File: src/rtl/core_step_pkg.sv
// Shared types and widths for the core run/step sequencer.
package core_step_pkg;

  // Sequencer states
  typedef enum logic [1:0] {
    RUN  = 2'd0,
    HALT = 2'd1,
    STEP = 2'd2
  } step_state_e;

  localparam int CNT_W = 16;
  localparam int PC_W  = 32;
  localparam int CYC_W = 32;

endpackage

File: src/rtl/core_step_ctrl_debounce.sv
// Step-button conditioning: 2-FF synchroniser, stability counter and
// rising-edge pulse generator. The level only changes after
// DEBOUNCE_CYCLES consecutive synchronised samples disagree with it.
module step_debounce
  import core_step_pkg::*;
#(
  parameter int DEBOUNCE_CYCLES = 16
) (
  input  logic clk,
  input  logic rst,
  input  logic btn_in,
  output logic level,
  output logic pulse
);

  logic             r_s1;
  logic             r_s2;
  logic             r_level;
  logic             r_pulse;
  logic [CNT_W-1:0] r_cnt;

  // Bring the raw asynchronous button into the clock domain
  always_ff @(posedge clk or negedge rst) begin
    if (!rst) begin
      r_s1 <= 1'b0;
      r_s2 <= 1'b0;
    end else begin
      r_s1 <= btn_in;
      r_s2 <= r_s1;
    end
  end

  // Accept a level change once it has been stable long enough; pulse on 0->1 only
  always_ff @(posedge clk or negedge rst) begin
    if (!rst) begin
      r_cnt   <= '0;
      r_level <= 1'b0;
      r_pulse <= 1'b0;
    end else begin
      r_pulse <= 1'b0;
      if (r_s2 == r_level) begin
        r_cnt <= '0;
      end else if (r_cnt == CNT_W'(DEBOUNCE_CYCLES - 1)) begin
        r_level <= r_s2;
        r_cnt   <= '0;
        r_pulse <= r_s2;
      end else begin
        r_cnt <= r_cnt + 1'b1;
      end
    end
  end

  assign level = r_level;
  assign pulse = r_pulse;

endmodule

File: src/rtl/core_step_ctrl.sv
// Run/step sequencer producing the core's global advance enable.
// Optional PC breakpoint logic is built when CORE_STEP_BP_EN is defined;
// without it the breakpoint ports are accepted but ignored.
module core_step_ctrl
  import core_step_pkg::*;
#(
  parameter int DEBOUNCE_CYCLES = 16,
  parameter int STEP_CYCLES     = 1
) (
  input  logic             clk,
  input  logic             rst,
  input  logic             debug_en,
  input  logic             debug_step,
  input  logic             bp_en,
  input  logic [PC_W-1:0]  bp_addr,
  input  logic [PC_W-1:0]  PC_IF,
  output logic             cpu_en,
  output logic             halted,
  output logic             bp_halt,
  output logic             step_pulse,
  output logic [CYC_W-1:0] cycle_cnt
);

  step_state_e      r_state;
  step_state_e      w_stateNext;
  logic [CNT_W-1:0] r_stepCnt;
  logic [CNT_W-1:0] w_stepCntNext;
  logic [CYC_W-1:0] r_cycleCnt;
  logic             w_bpHit;
  logic             w_setSkip;
  logic             w_setBpHalt;
  logic             w_clrBpHalt;
  logic             w_btnLevel;
  logic             w_unused;

  step_debounce #(
    .DEBOUNCE_CYCLES(DEBOUNCE_CYCLES)
  ) u_debounce (
    .clk   (clk),
    .rst   (rst),
    .btn_in(debug_step),
    .level (w_btnLevel),
    .pulse (step_pulse)
  );

`ifdef CORE_STEP_BP_EN
  logic r_skip;
  logic r_bpHalt;

  // skip masks the breakpoint until the core has advanced at least once
  assign w_bpHit = bp_en & (PC_IF == bp_addr) & ~r_skip;
  assign bp_halt = r_bpHalt;
  assign w_unused = &{1'b0, w_btnLevel};

  // Breakpoint bookkeeping: skip after a resume, sticky halt cause
  always_ff @(posedge clk or negedge rst) begin
    if (!rst) begin
      r_skip   <= 1'b0;
      r_bpHalt <= 1'b0;
    end else begin
      if (cpu_en) begin
        r_skip <= 1'b0;
      end else if (w_setSkip) begin
        r_skip <= 1'b1;
      end
      if (w_setBpHalt) begin
        r_bpHalt <= 1'b1;
      end else if (w_clrBpHalt) begin
        r_bpHalt <= 1'b0;
      end
    end
  end
`else
  assign w_bpHit = 1'b0;
  assign bp_halt = 1'b0;
  assign w_unused = &{1'b0, w_btnLevel, bp_en, bp_addr, PC_IF,
                      w_setSkip, w_setBpHalt, w_clrBpHalt};
`endif

  // Enable is forced low during reset so the core cannot advance while held
  assign cpu_en = rst & ~w_bpHit &
                  (((r_state == RUN) & ~debug_en) | (r_state == STEP));
  assign halted    = (r_state == HALT);
  assign cycle_cnt = r_cycleCnt;

  // State and step-count registers
  always_ff @(posedge clk or negedge rst) begin
    if (!rst) begin
      r_state   <= RUN;
      r_stepCnt <= '0;
    end else begin
      r_state   <= w_stateNext;
      r_stepCnt <= w_stepCntNext;
    end
  end

  // Next-state logic; a press in HALT wins over the switch-release exit
  always_comb begin
    w_stateNext   = r_state;
    w_stepCntNext = r_stepCnt;
    w_setSkip     = 1'b0;
    w_setBpHalt   = 1'b0;
    w_clrBpHalt   = 1'b0;
    case (r_state)
      RUN: begin
        if (debug_en) begin
          w_stateNext = HALT;
        end else if (w_bpHit) begin
          w_stateNext = HALT;
          w_setBpHalt = 1'b1;
        end
      end
      HALT: begin
        if (step_pulse && debug_en) begin
          w_stateNext   = STEP;
          w_stepCntNext = CNT_W'(STEP_CYCLES - 1);
          w_setSkip     = 1'b1;
          w_clrBpHalt   = 1'b1;
        end else if (step_pulse) begin
          w_stateNext = RUN;
          w_setSkip   = 1'b1;
          w_clrBpHalt = 1'b1;
        end else if (!debug_en && !bp_halt) begin
          w_stateNext = RUN;
        end
      end
      STEP: begin
        if (w_bpHit) begin
          w_stateNext = HALT;
          w_setBpHalt = 1'b1;
        end else if (r_stepCnt == '0) begin
          w_stateNext = HALT;
        end else begin
          w_stepCntNext = r_stepCnt - 1'b1;
        end
      end
      default: begin
        w_stateNext = RUN;
      end
    endcase
  end

  // Count every cycle in which the core was allowed to advance
  always_ff @(posedge clk or negedge rst) begin
    if (!rst) begin
      r_cycleCnt <= '0;
    end else if (cpu_en) begin
      r_cycleCnt <= r_cycleCnt + 1'b1;
    end
  end

endmodule

File: config.mk
export PLATFORM = sky130hd
export DESIGN_NAME = core_step_ctrl
export DESIGN_NICKNAME = d
export VERILOG_FILES = /design/src/rtl/core_step_pkg.sv /design/src/rtl/core_step_ctrl_debounce.sv /design/src/rtl/core_step_ctrl.sv
export SDC_FILE = /design/constraint.sdc
export NUM_CORES = 1
export LEC_CHECK = 0
export CORE_MARGIN = 4
export CORE_UTILIZATION = 35
export CTS_CLUSTER_SIZE = 10
export DETAILED_ROUTE_END_ITERATION = 16
export SLEW_MARGIN = 20
export SYNTH_ARGS = -nofsm -noshare
export SYNTH_HDL_FRONTEND = slang
export SYNTH_SLANG_ARGS = --single-unit
File: constraint.sdc
create_clock -name clk -period 2.5 [get_ports clk]
set_input_delay 0.25 -clock clk [delete_from_list [all_inputs] [get_ports clk]]
set_output_delay 0.25 -clock clk [all_outputs]
set_load 0.02 [all_outputs]
# == Yosys cells after proc, flatten, opt, wreduce, memory -nomap -nowiden ==
# Index checks and enable logic that the tools add are counted.
# totals
out_inout_bits,36
reg_bits,70
# op_classes
mux,13
n_reduce_logical,7
eq_ne,9
addsub,3
bitwise_logic,5
# ops
op,count
$mux W16,4
$add A32 B1 Y32 const B,1
$pmux W16 S2,1
$add A16 B1 Y16 const B,1
$eq A16 B4 Y1 const B,1
$logic_not A16 Y1,1
$sub A16 B1 Y16 const B,1
$mux W2,5
$pmux W2 S3,1
$reduce_and A3 Y1,2
$ne A2 B1 Y1 const B,2
$ne A2 B2 Y1 const B,2
$ne A4 B2 Y1 const B,1
$and A1 B1 Y1,2
$eq A2 B1 Y1 const B,1
$eq A2 B2 Y1 const B,1
$logic_not A2 Y1,1
$mux W1,2
$not A1 Y1,2
$reduce_and A2 Y1,1
$reduce_bool A2 Y1,1
$eq A1 B1 Y1,1
$logic_and A1 B1 Y1,1
$or A1 B1 Y1,1

# == Depth between registers and ports, before layout ==
# depth
ltp_word,4
ltp_mapped,7
mapped_depth_nobuf,6

# == Modules after synthesis ==
# From an unflattened synthesis, not the netlist that was laid out.
# unflattened
hier_cells,332
area_unflattened_um2,3473.3
# modules_own_cells
mod,cells_per_inst,instances,area_each_um2
core_step_ctrl,247,1,2512.4
step_debounce,85,1,960.9

# == Worst setup path after synthesis ==
# OpenSTA, ideal clock, no wires.
# synth_timing
path_type,flip-flop to flip-flop
start,reg r_stepCnt[4]
end,reg r_state[1]
synth_period_minus_slack_ns,2.225
path_stages_with_launch,7
setup_slack_ns,0.275
arrival_ns,2.145
n_path_buf,2
cell_sequence,dfrtp_1 or4_1 buf_2 or4_4 buf_6 a211oi_4 mux2i_1
# synth_via
elab_chain_cells,3
# synth_lines
element,line_no,source
"start, declared",core_step_ctrl.sv:26,logic [CNT_W-1:0] r_stepCnt;
"start signal, assigned",core_step_ctrl.sv:93,r_stepCnt <= w_stepCntNext;
$logic_not A16 Y1,core_step_ctrl.sv:131,end else if (r_stepCnt == '0) begin
$ne A2 B1 Y1 (no line),-,
$reduce_and A3 Y1 (no line),-,
"end signal, assigned",core_step_ctrl.sv:92,r_state <= w_stateNext;
"end, declared",core_step_ctrl.sv:24,step_state_e r_state;
# Every way passes these cells.
# A chain may end at the register's enable or synchronous reset.

# == Worst setup path after layout ==
# layout_timing
start,reg r_state[1]
end,out cpu_en
# layout_via
elab_chain_cells,4
word_cells_on_any_way,5
cone_classes,eq/ne (1); bitwise (3); reduce/logical (1)
# layout_lines
element,line_no,source
$logic_not A2 Y1,core_step_ctrl.sv:82,(((r_state == RUN) & ~debug_en) | (r_state == STEP));
$and A1 B1 Y1,core_step_ctrl.sv:82,
$or A1 B1 Y1 (*),core_step_ctrl.sv:82,
$and A1 B1 Y1 (*),core_step_ctrl.sv:81,assign cpu_en = rst & ~w_bpHit &
"end, declared",core_step_ctrl.sv:17,"output logic cpu_en,"
# Every way passes the cells marked *; elsewhere a longest branch is shown, timed or not.

==> results_dict.tcl <==
set metrics [dict create \
    outcome "complete, no violations" \
    clock_latency_ns 0.34 \
    setup_viol 0 \
    slew_headroom_pct 64.19 \
    nFillCells 925 \
    hold_viol_final 0 \
    yosysSeqAreaShare_pct 49.95 \
    antenna-diode-count 0 \
    p_leak_uw 0.001848 \
    track_usage_pct 14.33 \
    worst_setup_path_end_kind "primary output" \
    tritoncts "yes" \
    clock_path_buffers 2 \
    clock_skew_ns 0.006356 \
    async_flop_share_pct 100.0 \
    rsz0062_at_grt "no" \
    drv_slew 0 \
    synth_edf_count 0 \
    pre_cts_slack_ns 0.2340 \
    r2r_slack_ns 0.23 \
    grt_max_degree 36 \
    critPathKind "reg -> out" \
    via_count 2696 \
    clock-sinks 70 \
    hold_path_class "in -> async" \
    arrival_ns 2.11 \
    drc 0 \
    yosys_most_used_dff "dfrtp_1" \
    ios 105 \
    multi_input_area_um2 1675 \
    viasPerCell 5.135 \
    vdd_drop_max_mv 0.3809 \
    detail_route.wl_per_cell_um 14.56 \
    dp_cells 508 \
    netlist_instances 329 \
    rows 36 \
    synth_area_um2 3507 \
    ys.warnings.count 0 \
    syn-num-nets 405 \
    critPathRequiredTime_ns 2.25 \
    antenna_left 0 \
    fmax_mhz 423.2 \
    finalWorstSetupSlack_ns 0.1371 \
    regArea_um2 1752 \
    drtIter0Drc 96 \
    die_x_um 108.1 \
    htreeDepth 3 \
    postSynthAreaPerCell_um2 10.66 \
    yosys_register_bits 70 \
    worst_slew_pin_slew_ns 0.5236 \
    first_pass_iters 4 \
    worst-path-max-fanout 4 \
    power-per-cell-area_nw_per_um2 797.7 \
    fin_crit_sh_pct 94.51 \
    yosysUniqueCellTypes 51 \
    crit_path_max_incr_delay_ns 0.65 \
    grt_pass1_vias 2755 \
    io_buffers 38 \
    period_minus_slack_ns 2.363 \
    initial_core_util_pct 35.88 \
    cts_resized 0 \
    setup_tns_ns 0 \
    clk_pin_slew_ns 0.08 \
    antenna_found_initial 0 \
    worstSetupStartpointType "flip-flop" \
    grt_pass1_wl_um 13360 \
    overflow 0 \
    dieHeight_um 108.1 \
    dieArea_um2 11690 \
    dpl.hpwl_um 5515 \
    critical_path.slowest_cell "clkdlybuf4s50_1" \
    layout.cells.non_filler 525 \
    worstPathCellList "inv_1 -> ha_1 -> nand2b_1 -> a21boi_1 -> clkdlybuf4s50_1" \
    fin_nets 463 \
    core_region_area_um2 9774 \
    layout-drive-gt1-share_pct 12.24 \
    cap_violations 0 \
    gp_congestion 0.7686 \
    syn_to_final_growth_pct 24.65 \
    cts.root.buffer_cell "clkbuf_8" \
    cts_buffers 9 \
    totalWireLength_um 7644 \
]
layout make-up:
type                    instances  area share (%)
well taps                     133           3.807
flip-flops and latches         70           40.07
repair buffers                 56           11.73
inverters                       9          0.7728
clock buffers                  10           3.148
clock inverters                 6           2.147
multi-input cells             241           38.32
flip-flops by register name (all words and copies together) (netlist names):
signal	count
cycle_cnt	32
r_state	2
r_stepCnt	16
u_debounce.level	1
u_debounce.pulse	1
u_debounce.r_cnt	16
u_debounce.r_s1	1
u_debounce.r_s2	1
worst max-delay path, delay by kind of cell (launching register included):
family | cells | cell delay [ns]
buffers and inverters | 2 | 0.76
and+or+nand+nor | 1 | 0.14
adders and majority gates | 1 | 0.20
DFF | 1 | 0.41
AOI/OAI and AO/OA | 1 | 0.26
layout by cell type, fill, tap and decap left out, types with 4 or more instances in the layout:
cell and instances:
a21oi_1 9, a22o_1 5, and2_1 4, and3_1 8
buf_4 17, clkbuf_8 10, clkdlybuf4s50_1 37, dfrtp_1 70
ha_1 7, inv_1 9, mux2i_1 4, nand2_1 17
nand2b_1 6, nand3_1 21, nand4_1 21, nor2_1 21
nor3_1 9, nor4_1 10, o31ai_1 7, o41ai_1 5
or3_1 4, or4_1 4, xnor2_1 36, xor2_1 9
final timing paths:
path | startpoint | end | depth (start not counted)
max | r_state[1]$_DFFE_PN0P_ | cpu_en | 5
min | rst | cycle_cnt[0]$_DFFE_PN0P_ | 2
max reg2reg | r_stepCnt[0]$_DFFE_PN0P_ | r_state[1]$_DFFE_PN0P_ | 6
min reg2reg | u_debounce.r_s1$_DFF_PN0_ | u_debounce.r_s2$_DFF_PN0_ | 0
max in group asynchronous | rst | r_stepCnt[4]$_DFFE_PN0P_ | 3
min in group clk | u_debounce.r_s1$_DFF_PN0_ | u_debounce.r_s2$_DFF_PN0_ | 0
cells in the mapped netlist, types with 2 or more instances:
cell / instances / area [um^2]
inv_1: 9 / 33.78
or4_4: 2 / 22.52
mux2i_1: 4 / 40.04
nor3_1: 9 / 45.04
nand4b_1: 2 / 17.52
nand2_1: 17 / 63.81
nor4_1: 10 / 62.56
nand4_1: 21 / 131.4
a21oi_1: 9 / 45.04
nor2_1: 21 / 78.83
or4_1: 4 / 30.03
mux2_2: 2 / 22.52
nor3b_1: 2 / 15.01
o311a_1: 2 / 20.02
and2_1: 4 / 25.02
nor2b_1: 2 / 12.51
clkbuf_1: 5 / 18.77
ha_1: 7 / 87.58
o31ai_1: 7 / 52.55
xor2_1: 9 / 78.83
xnor2_1: 36 / 315.3
dfrtp_1: 70 / 1752
a221o_1: 2 / 20.02
a22o_1: 5 / 43.79
nand3_1: 21 / 105.1
and4_1: 2 / 17.52
and3_1: 8 / 50.05
nand2b_1: 6 / 37.54
o41ai_1: 5 / 43.79
or3_1: 4 / 25.02
or2_2: 2 / 12.51
repair_timing:
item / 4_1_cts / 5_1_grt
buffers inserted: 0 / 0
endpoints found under the hold margin: 2 / 0
hold buffers: 1 / 0
cell families (layout without fill, tap and decap cells):
| group | count (synthesis) | count (layout) | share of synthesized area [%] |
|---|---|---|---|
| flip-flops | 70 | 70 | 49.95 |
| AO/OA/AOI/OAI | 40 | 40 | 9.204 |
| AND/OR/NAND/NOR | 141 | 141 | 22.51 |
| adder cells (fa/ha/maj) | 7 | 7 | 2.497 |
| multiplexers | 7 | 7 | 2.212 |
| other | 1 | 1 | 0.1069 |
| buffers and inverters | 18 | 81 | 2.283 |
| XOR/XNOR | 45 | 45 | 11.24 |
where the power goes:
group	switching [uW]	leakage [uW]	total, uW	internal [uW]
Clock	459	0.000113	1060	596
Sequential	118	0.000956	1350	1230
Combinational	608	0.000779	1090	479
per-layer routing:
metal | GRT usage (%) | wire length [um] | up-vias
li1 | - | - | 1325
met5 | 0 | 0 | -
met4 | 6.492 | 142 | 0
met3 | 2.149 | 213 | 12
met2 | 22.96 | 3606 | 46
met1 | 19.21 | 3681 | 1313
per-stage QoR:
| step | hold slack [ns] | util [%] | total power, uW | instance area (um^2) |
|---|---|---|---|---|
| after floorplan | -0.04559 | - | 2098 | 3507 |
| after global placement | 0.07005 | 42.26 | 2426 | 4130 |
| after detailed placement | 0.07550 | 42.26 | 2455 | 4130 |
| after CTS | 0.2756 | 44.73 | 3522 | 4372 |
| after global routing | 0.2862 | 44.73 | 3707 | 4372 |
| final | 0.2994 | 44.73 | 3487 | 4372 |
Note: power is estimated with default switching activity, not from simulation.
